$ cat src/rtl/sdf_delay_line.sv
// Run-time-length complex-sample delay line for SDF FFT feedback paths.
// Storage is a DEPTH-stage shift register; the output tap selects stage[len_eff-1].
module sdf_delay_line #(
  parameter int unsigned WIDTH = 15,
  parameter int unsigned DEPTH = 16,
  parameter int unsigned LW    = 5
) (
  input  logic             clk,
  input  logic             rst_n,
  input  logic             en,
  input  logic             clr,
  input  logic [LW-1:0]    len,
  input  logic             in_valid,
  input  logic [WIDTH-1:0] in_r,
  input  logic [WIDTH-1:0] in_i,
  output logic [WIDTH-1:0] out_r,
  output logic [WIDTH-1:0] out_i,
  output logic             out_valid,
  output logic             full
);

  localparam int unsigned AW = (DEPTH > 1) ? $clog2(DEPTH) : 1;
  localparam int unsigned CW = $clog2(DEPTH + 1);

  logic [DEPTH-1:0] valid_q, valid_d;
  logic [WIDTH-1:0] re_q [DEPTH];
  logic [WIDTH-1:0] re_d [DEPTH];
  logic [WIDTH-1:0] im_q [DEPTH];
  logic [WIDTH-1:0] im_d [DEPTH];
  logic [CW-1:0]    fill_q, fill_d;

  logic [LW-1:0]    len_eff;
  logic [AW-1:0]    tap;

  // Clamp requested length into 1..DEPTH
  always_comb begin
    len_eff = len;
    if (len == '0) begin
      len_eff = LW'(1);
    end else if (32'(len) > DEPTH) begin
      len_eff = LW'(DEPTH);
    end
    tap = AW'(len_eff - LW'(1));
  end

  // Next-state: flush beats shift, otherwise hold
  always_comb begin
    valid_d = valid_q;
    fill_d  = fill_q;
    for (int k = 0; k < int'(DEPTH); k++) begin
      re_d[k] = re_q[k];
      im_d[k] = im_q[k];
    end
    if (clr) begin
      valid_d = '0;
      fill_d  = '0;
      for (int k = 0; k < int'(DEPTH); k++) begin
        re_d[k] = '0;
        im_d[k] = '0;
      end
    end else if (en) begin
      valid_d = {valid_q[DEPTH-2:0], in_valid};
      re_d[0] = in_r;
      im_d[0] = in_i;
      for (int k = 1; k < int'(DEPTH); k++) begin
        re_d[k] = re_q[k-1];
        im_d[k] = im_q[k-1];
      end
      if (32'(fill_q) < DEPTH) begin
        fill_d = fill_q + CW'(1);
      end
    end
  end

  always_ff @(posedge clk or negedge rst_n) begin
    if (!rst_n) begin
      valid_q <= '0;
      fill_q  <= '0;
      for (int k = 0; k < int'(DEPTH); k++) begin
        re_q[k] <= '0;
        im_q[k] <= '0;
      end
    end else begin
      valid_q <= valid_d;
      fill_q  <= fill_d;
      for (int k = 0; k < int'(DEPTH); k++) begin
        re_q[k] <= re_d[k];
        im_q[k] <= im_d[k];
      end
    end
  end

  // Tap and fill flag follow len immediately, from stored state only
  always_comb begin
    out_r     = re_q[tap];
    out_i     = im_q[tap];
    out_valid = valid_q[tap];
    full      = (32'(fill_q) >= 32'(len_eff));
  end

endmodule
$ cat config.mk
export PLATFORM = sky130hd
export DESIGN_NAME = sdf_delay_line
export DESIGN_NICKNAME = d
export VERILOG_FILES = /design/src/rtl/sdf_delay_line.sv
export SDC_FILE = /design/constraint.sdc
export NUM_CORES = 1
export LEC_CHECK = 0
export BUFFER_PORTS_ARGS = -buffer_cell sky130_fd_sc_hd__buf_4
export CORE_MARGIN = 2
export CORE_UTILIZATION = 31
export DETAILED_ROUTE_END_ITERATION = 6
export PLACE_DENSITY = 0.45
export SLEW_MARGIN = 20
export SYNTH_ARGS = -nofsm -noshare
export SYNTH_HDL_FRONTEND = slang
export SYNTH_SLANG_ARGS = --single-unit
$ cat constraint.sdc
create_clock -name clk -period 4.3 [get_ports clk]
set_input_delay 0.86 -clock clk [delete_from_list [all_inputs] [get_ports clk]]
set_output_delay 0.86 -clock clk [all_outputs]
set_load 0.01 [all_outputs]
# ---- Yosys cells after proc, flatten, opt, wreduce, memory -nomap -nowiden
# Index checks and enable logic that the tools add are counted.
dict set report classes {
  addsub 2
  order_cmp 5
  mux 19
  bitwise 1
  n_reduce_logical 4
}
# cell count
set ops {}
lappend ops {{$mux 240} 4}
lappend ops {{$bmux 15 s4} 2}
lappend ops {{$mux 15} 4}
lappend ops {{$mux 16} 2}
lappend ops {{$mux 5} 5}
lappend ops {{$add 5x1->5 const B} 1}
lappend ops {{$ge 5x5->1} 1}
lappend ops {{$ge 5x5->1 const B} 1}
lappend ops {{$gt 5x5->1 const B} 1}
lappend ops {{$logic_not 5->1} 1}
lappend ops {{$lt 4x5->1 const B} 1}
lappend ops {{$lt 5x5->1 const B} 1}
lappend ops {{$not 4->5} 1}
lappend ops {{$bmux 1 s4} 1}
lappend ops {{$reduce_bool 2->1} 2}
lappend ops {{$sub 4x1->4 const B} 1}
lappend ops {{$reduce_and 2->1} 1}
lappend ops {{$mux 1} 1}
dict set report word_totals {
  register_bits 501
  in_bits 40
  output_inout_bits 32
  word_cells 65
}

# ---- Logic depth before layout (Yosys ltp)
# Gate-level depths: netlist of the first run.
dict set report depth {
  word_depth 8
  mapped_depth 13
  depth_no_buf 8
}

# ---- Least setup slack after synthesis of the first run
# OpenSTA, ideal clock, no wires.
dict set report synth_timing {
  kind {input port to output port}
  startpoint {input len[4]}
  endpoint {output out_i[0]}
  t_arrival_ps 3404
  required_ps 3440
  slack_ps 36
  cell_stages 13
  path_buffers 6
  path_cell_list {nor4_1 -> or2_1 -> buf_6 -> buf_6 -> buf_6 -> inv_1 -> ha_1 -> clkbuf_1 -> clkbuf_1 -> clkbuf_1 -> mux4_2 -> a22oi_1 -> nand2_1}
}
dict set report synth_via {
  elab_chain_cells 8
  word_cells_on_any_way 9
  classes_between {1 x add/sub; 1 x order compare; 5 x mux; 1 x bitwise; 1 x reduce/logical}
}
# element line_no
set synth_rtl {}
lappend synth_rtl {{start, declared} 12} ;# input logic [LW-1:0] len,
lappend synth_rtl {{$gt 5x5->1} 40} ;# end else if (32'(len) > DEPTH) begin
lappend synth_rtl {{$mux 5} 40}
lappend synth_rtl {{$mux 5 (*)} 38} ;# if (len == '0) begin
lappend synth_rtl {{$sub 4x1->4 (*)} 43} ;# tap = AW'(len_eff - LW'(1));
lappend synth_rtl {{$not 4->5 (implied by the code) (*)} 96} ;# out_i = im_q[tap];
lappend synth_rtl {{$bmux 15 s4 (*)} 96}
lappend synth_rtl {{$mux 15 (implied by the code) (*) (2 in a row)} 96}
lappend synth_rtl {{end, declared} 17} ;# output logic [WIDTH-1:0] out_i,
# Mark *: on every way between the ends. The rest lies on a longest branch, timed or not. The select of a mux whose other input is x is not followed.

# ---- Worst setup path after layout of the first run
# Same ends and word-level chain as after synthesis.

==> summary by stage, run 1 <==
Clocking
The clock insertion delay at the later pin of the skew report is 610 ps. The root buffer selected by CTS is sky130_fd_sc_hd__clkbuf_16. Clock tree synthesis found a total of 501 sinks.

Buffers inserted to repair hold after CTS numbered 0. The count of buffers added by post-CTS timing repair for setup is 0. The clock tree synthesis step divided the H-tree into 2 levels. Once the clock tree was built, the resizer swapped 0 gates to a different size. The TritonCTS clock tree is yes. Clock-pin slew was measured on the worst setup and hold paths at 60 ps.

In this run the deepest clock path goes through 3 buffers. Clock tree synthesis inserted a total of 56 buffers.

Worst setup path
The critical path is of the primary input to primary output type. Along the worst path, the maximum fanout reaches 37. For this run, the slowest stage of the critical path takes 350 ps. Together, buffers and inverters on the worst path number 4. The kind of cell with the highest combined delay along the critical path is simple AND/OR/NAND/NOR gates. The data arrival at the endpoint of the critical path is 3160 ps.

STA puts the critical path data required time at 3440 ps. The slowest stage of the critical path belongs to the cell sky130_fd_sc_hd__mux4_2. STA classifies the critical path startpoint as a primary input. The worst setup path is captured at a primary output. The cell seen most often among critical-path stages is sky130_fd_sc_hd__buf_4. The critical path goes through buf_4 -> nor4_1 -> or2_4 -> inv_1 -> ha_4 -> buf_12 -> mux4_2 -> a22oi_1 -> nand2_1 -> buf_4.

STA
The total of endpoints with negative setup slack in the final report is 0. The max-slew violation count was 0. Subtracting the final worst setup slack from the clock period gives 4020 ps. For the pin with the worst max-slew slack, the measured transition is 936 ps.

The setup TNS is 0 ps. The worst setup skew after layout is 17.6 ps. Measured against its own limit, the worst slew margin works out to 37.6%. The final period utilization is 93.6%. The count of final hold-check violations was 0. Setup repair after global routing left no endpoint under its margin. The maximum frequency from static timing analysis is 248 MHz.

Yosys
The share of the Yosys chip area taken by registers is 52.9%. The Yosys step of the flow raised 0 warnings. In the synthesized netlist, the number of instances is 1905.

Synthesis produced a netlist with a net count of 1952. In this run, distinct cell masters in the synthesized netlist total 24. The synthesized area divided by synthesized cell count is 12.4 sq um. The combined area of all synthesized cells is 23700 sq um. Synthesis inferred 501 register bits.

Power
The cell-internal power is 0.00773 W. The power share of the sequential group is 46.8%. Power comes to 0.0102 W. In this run the static leakage power is 13.3 nW. The share of total power dissipated in the clock network is 44.7%. The peak ir drop on the vdd network is 0.312 mV. In this run, the combinational gates consume 8.5% of the power. In this run the power spent charging and discharging nets is 0.00251 W. The cell area power density is 376 nW/um^2. The switching fraction of total power is 24.5%.

Drt
The pre-antenna-repair detailed-routing pass consisted of 4 iterations. In the final routed layout, each cell accounts on average for 18.6 um. The post-detailed-route DRC marker count is 0. The final wirelength is 54800 um.

The post-route antenna net violation count is 0. In this run, the number of DRC markers left after iteration 0 of detailed routing was 973. The number of vias per cell is 4.95. The number of vias in the routed layout is 14500.

Finish
The number of antenna diodes is 0. The total of fill cells in the finished design is 7359. After the last flow step, the layout net total stands at 1971. The share of post-route cells with drive strength above 1 is 16.3%. In the layout the commonest cells are 501 x sky130_fd_sc_hd__nor2_1, 501 x sky130_fd_sc_hd__dfrtp_1, 497 x sky130_fd_sc_hd__mux2i_1.

Registers take 12500 sq um. The multi-input combinational cells in the finished layout cover a total of 10500 sq um. The area growth from synthesis to layout is 14.7%.

Floorplanning
In this run the standard cell core region covers 75800 sq um. The die outline area is 78700 sq um. Row generation in the floorplan step produced 101 rows. The starting density of the core is 31.3%. In this run the horizontal extent of the chip is 281 um. The vertical extent of the die is 281 um.

72 I/O pins were placed.

Hold path
The worst min-delay path category is primary input to asynchronous set/reset pin.

Global routing
The total grt overflow is 0. The number of antenna violations at the first check in global routing is 2. The largest net degree at the start of global routing is 125.

Global routing used 14.3% of the available tracks across all layers. The via count of the first global-routing pass is 15400. The wire length of the first global-routing pass is 89800 um.

Run
The tool flagged a number of max-cap violations equal to 0.

Placement
The number of port buffers is 71. The weighted congestion at the end of routability-driven global placement is 0.706. The HPWL after detailed placement is 31900 um.

Run status
The flow ran to the end, and the final reports show no timing, DRC or antenna violations.
-- synthesized netlist by cell type --
cell type	number	share of area [%]
sky130_fd_sc_hd__nand2_1	35	0.55
sky130_fd_sc_hd__mux2i_1	497	21
sky130_fd_sc_hd__and2_1	1	0.026
sky130_fd_sc_hd__mux4_2	124	12
sky130_fd_sc_hd__o31ai_1	1	0.032
sky130_fd_sc_hd__nor2b_1	2	0.053
sky130_fd_sc_hd__xnor2_1	2	0.074
sky130_fd_sc_hd__a41oi_1	1	0.037
sky130_fd_sc_hd__nor2_1	505	8.0
sky130_fd_sc_hd__buf_4	1	0.032
sky130_fd_sc_hd__inv_1	3	0.047
sky130_fd_sc_hd__buf_6	6	0.28
sky130_fd_sc_hd__buf_1	17	0.27
sky130_fd_sc_hd__xor2_1	3	0.11
sky130_fd_sc_hd__a21o_1	4	0.13
sky130_fd_sc_hd__buf_2	41	0.87
sky130_fd_sc_hd__or2_1	1	0.026
sky130_fd_sc_hd__dfrtp_1	501	53
sky130_fd_sc_hd__ha_1	7	0.37
sky130_fd_sc_hd__nand2b_1	2	0.053
sky130_fd_sc_hd__nor4_1	1	0.026
sky130_fd_sc_hd__a22oi_1	62	2.0
sky130_fd_sc_hd__clkbuf_1	87	1.4
sky130_fd_sc_hd__nand4_1	1	0.026
-- final timing paths --
| check | slack (ps) | to | cells past startpoint | start |
|---|---|---|---|---|
| max | 280 | out_i[0] | 10 | len[4] |
| min | 220 | re_q[227] | 1 | rst_n |
| max reg2reg | 3090 | fill_q[3] | 4 | fill_q[4] |
| min reg2reg | 520 | im_q[6] | 2 | im_q[6] |
| min in group clk | 490 | valid_q[0] | 3 | in_valid |
| max in group asynchronous | 3020 | im_q[187] | 2 | rst_n |
-- worst reg2reg max path: cells and delay by family, from the launching register on --
kind                      cells  cell delay, ps
and+or+nand+nor               3             500
DFF                           1             410
xor gates and xnor gates      1             150
-- state kept, by name (all words and copies together), names as in the netlist --
signal and flops:
fill_q 5, im_q 240, re_q 240, valid_q 16
-- final cells by class --
type,instances,share of cell area [%]
clock buffer,89,6.21
tap,978,4.50
clock inverter,6,0.161
multi-input combinational,1249,38.7
sequential,501,46.1
inverter,3,0.0414
timing repair buffer,113,4.26
-- power groups by stage --
| stage | clock network [W] | logic (W) | registers [W] |
|---|---|---|---|
| floorplan | 0 | 0.000530 | 0.00486 |
| global placement | 0 | 0.000889 | 0.00488 |
| detailed placement | 0 | 0.000897 | 0.00488 |
| CTS | 0.00477 | 0.000898 | 0.00479 |
| global route | 0.00496 | 0.000948 | 0.00480 |
| finish | 0.00457 | 0.000869 | 0.00480 |
-- stage by stage --
stage	hold slack (ps)	utilization, %	worst slack (ps)	instances	instance area, sq um
4_1_cts	247	35.9	251	2939	27200
3_5_place_dp	511	33.6	260	2844	25500
3_3_place_gp	497	33.6	257	2844	25500
5_1_grt	251	35.9	161	2939	27200
2_1_floorplan	481	-	36.3	1905	23700
6_report	223	35.9	275	2939	27200
-- routing by layer --
metal  vias up  GRT usage, %  routed length [um]
li1       6741             -                   -
met1      7564          21.0               27400
met2       161          21.8               24400
met3        75          2.49                1890
met4         2          3.67                1120
met5         -             0                  13
-- logic make-up (layout without fill, tap and decap cells) --
| logic type | after synthesis | in the layout | share of synthesized area (%) |
|---|---|---|---|
| compound gates | 68 | 68 | 2.16 |
| xor+xnor | 5 | 5 | 0.185 |
| fa+ha+maj | 7 | 7 | 0.369 |
| buf+inv | 155 | 211 | 2.88 |
| flops | 501 | 501 | 52.9 |
| mux | 621 | 621 | 32.8 |
| simple gates | 548 | 548 | 8.76 |
No activity file was read; power rests on OpenSTA's default activity.
==> inputs of run 2 (changes only) <==
- BUFFER_PORTS_ARGS: -buffer_cell sky130_fd_sc_hd__buf_4 -> default
- DONT_BUFFER_PORTS: default -> 1
- PLACE_DENSITY: 0.45 -> default
==> run 2 against run 1 <==
Effect of this change: the run now ends with max-slew violations left; core utilization decreased by 0.99 points; worst setup slack improved by 210 ps; combinational power decreased by 26%; critical path depth decreased by 1; first-iteration DRC count increased by 4.2%; clock power increased by 3%; sequential power about the same; largest cell class unchanged.
==> summary by stage, run 2 (same netlist as run 1, synthesis figures left out) <==
Clocking
The TritonCTS clock tree is yes (unchanged). The clock transition time at the flip-flop clock pins of the worst setup and hold paths is 60 ps (about the same). The clock tree buffer depth came to 3 (unchanged). The count of buffers added by post-CTS timing repair for setup is 0 (unchanged). The number of clock sinks seen by CTS is 501 (unchanged). The number of instances resized during post-cts repair is 0 (unchanged). The clock insertion delay at the later pin of the skew report was 590 ps (was 610 ps). The root buffer selected by CTS is sky130_fd_sc_hd__clkbuf_16 (unchanged).

The clock buffer count from CTS is 53 (was 56). The maximum level of the CTS H-tree came to 2 (unchanged).

Power
The net load switching power is 0.00225 W (was 0.00251 W). The combinational share of power is 6.3% (was 8.5%). The total leakage power came to 12.8 nW (was 13.3 nW). The peak ir drop on the vdd network is 0.310 mV (was 0.312 mV). The cell area power density was 383 nW/um^2 (was 376 nW/um^2). The cell-internal power is 0.00789 W (was 0.00773 W). The power share of the sequential group is 47.2% (was 46.8%).

The clock power share was 46.4% (was 44.7%). The switching fraction of total power was 22.2% (was 24.5%).

Global routing
The combined global-route utilization of all metal layers is 12.9% (was 14.3%). The number of antenna violations at the first check in global routing is 6 (was 2). The total grt overflow was 0 (unchanged). The via count of the first global-routing pass is 14400 (was 15400).

The largest net degree at the start of global routing came to 502 (was 125). The wire length of the first global-routing pass is 82600 um (was 89800 um).

STA
The worst setup skew after layout came to 17.5 ps (was 17.6 ps). The maximum frequency from static timing analysis is 262 MHz (was 248 MHz). RSZ-0062 raised after global routing: no (unchanged). The count of final hold-check violations is 0 (unchanged). The final period utilization came to 88.7% (was 93.6%). The measured slew at the worst slew-check pin is 3080 ps (was 936 ps). The slack of the critical path is 485 ps (was 275 ps). The max-slew headroom at the worst pin is -105% (was 37.6%). The final critical path time including I/O delays and setup is 3820 ps (was 4020 ps). The total of endpoints with negative setup slack in the final report is 0 (unchanged).

The setup TNS came to 0 ps (unchanged). The max-slew violation count is 264 (was 0).

Finish
The final cell count without fillers is 2850 (was 2939). The total of fill cells in the finished design is 7331 (was 7359). The design area came to 26400 sq um (was 27200 sq um). The area occupied by registers is 12500 sq um (unchanged).

The share of post-route cells with drive strength above 1 came to 12.5% (was 16.3%). The total number of nets in the final design is 1876 (was 1971). The relative area change from synthesis to final layout is 11.5% (was 14.7%). The area of the multi-input gates is 10500 sq um (unchanged). Largest registers in the final layout: im_q (240), re_q (240), valid_q (16) (unchanged). Commonest non-fill, non-tap cells in the layout: 501 x sky130_fd_sc_hd__nor2_1, 501 x sky130_fd_sc_hd__dfrtp_1, 497 x sky130_fd_sc_hd__mux2i_1 (unchanged).

Floorplanning
The number of I/O pins was 72 (unchanged). The core area is 75800 sq um (unchanged). The width of the die came to 281 um (unchanged). The die outline area came to 78700 sq um (unchanged). The starting density of the core is 31.3% (unchanged). The number of placement rows is 101 (unchanged). The vertical extent of the die is 281 um (unchanged).

Drt
The final wirelength is 50200 um (was 54800 um). The number of vias in the routed layout is 14300 (was 14500). The post-detailed-route DRC marker count was 0 (unchanged). The post-route antenna net violation count is 0 (unchanged). The first-pass iteration count of the detailed router is 5 (was 4). The number of vias per cell came to 5.00 (was 4.95). The per-cell routed wire length is 17.6 um (was 18.6 um). The count of routing violations after the opening detailed-route iteration is 1014 (was 973).

Worst setup path
The largest fanout on the critical path was 29 (was 37). The data arrival at the endpoint of the critical path came to 2960 ps (was 3160 ps). The category of the most critical setup path was primary input to primary output (unchanged). The combined buffer and inverter count along the critical path was 3 (was 4). The dominant delay contributor by cell family on the critical path is simple AND/OR/NAND/NOR gates (unchanged). The maximum cell stage delay along the critical path was 320 ps (was 350 ps). The slowest cell on the critical path is sky130_fd_sc_hd__ha_4 (was sky130_fd_sc_hd__mux4_2). The cell seen most often among critical-path stages is sky130_fd_sc_hd__buf_12 (was sky130_fd_sc_hd__buf_4). The endpoint kind of the worst setup timing path is a primary output (unchanged). The data required time at the worst endpoint is 3440 ps (about the same).

Critical Path, Cell by Cell: nor4_1 -> or2_4 -> inv_1 -> ha_4 -> buf_12 -> buf_12 -> mux4_2 -> a22oi_1 -> nand2_1 (was buf_4 -> nor4_1 -> or2_4 -> inv_1 -> ha_4 -> buf_12 -> mux4_2 -> a22oi_1 -> nand2_1 -> buf_4). The nature of the critical path startpoint is a primary input (unchanged).

Run status
Outcome: finished with violations (was finished clean). The final reports fail on max-slew violations.

Placement
The weighted congestion at the end of routability-driven global placement is 0.713 (was 0.706). The number of cells in the design after placement is 2748 (was 2844). The worst slack at placement is 479 ps (was 260 ps). The HPWL after detailed placement is 27100 um (was 31900 um). The number of port buffers came to 0 (was 71). The post-detailed-placement cell area was 24500 sq um (was 25500 sq um).

Hold path
The worst min-delay path category is primary input to asynchronous set/reset pin (unchanged).

Run
The count of max-cap constraint violations came to 0 (unchanged).
## run 2: changes by cell type in the layout (fill, tap and decap cells not counted), sizes merged
cell / previous run / this run
clkinv: 5 / 8
inv: 3 / 5
bufinv: 0 / 5
clkinvlp: 1 / 0
diode: 0 / 2
clkbuf: 89 / 81
buf: 113 / 21
## run 2: final timing paths
check                           from        end  slack [ps]  cells past startpoint
hold reg to reg              re_q[0]    re_q[0]         520                      2
setup / recovery              len[4]   out_r[6]         480                      9
min in group clk                 clr  im_q[239]         380                      1
setup reg to reg           fill_q[4]  fill_q[3]        3120                      4
max in group asynchronous      rst_n  re_q[171]        2680                      2
hold / removal                 rst_n   im_q[60]         110                      1
## run 2: layer usage
layer | routed length, um | up-vias | GRT usage, % | part of all wire [%]
met5 | 40 | - | 0 | 0.080
met2 | 22200 | 161 | 19.4 | 44
met1 | 24500 | 7443 | 18.7 | 49
li1 | - | 6583 | - | -
met4 | 848 | 6 | 3.24 | 1.7
met3 | 2510 | 61 | 3.21 | 5.0
## run 2: power groups by stage
stage	logic, W	registers (W)	clock network [W]
final	0.000640	0.00479	0.00471
after global routing	0.000655	0.00479	0.00507
after CTS	0.000514	0.00479	0.00487
after detailed placement	0.000514	0.00487	0
after global placement	0.000507	0.00487	0
after floorplan	0.000530	0.00486	0
## run 2: per-stage QoR
stage	utilization [%]	hold WS [ps]	power, W
floorplan	-	481	0.00539
global placement	32.4	498	0.00538
detailed placement	32.4	509	0.00539
CTS	34.7	-48.2	0.0102
global route	34.9	93.4	0.0105
finish	34.9	109	0.0101
## run 2: final cells by class
class / count / share of cell area, %
Multi-Input combinational cell: 1249 / 39.8
Timing Repair Buffer: 21 / 1.25
Clock buffer: 81 / 5.98
Sequential cell: 501 / 47.4
Inverter: 3 / 0.0426
Tap cell: 978 / 4.63
Antenna cell: 2 / 0.0189
Clock inverter: 15 / 0.842
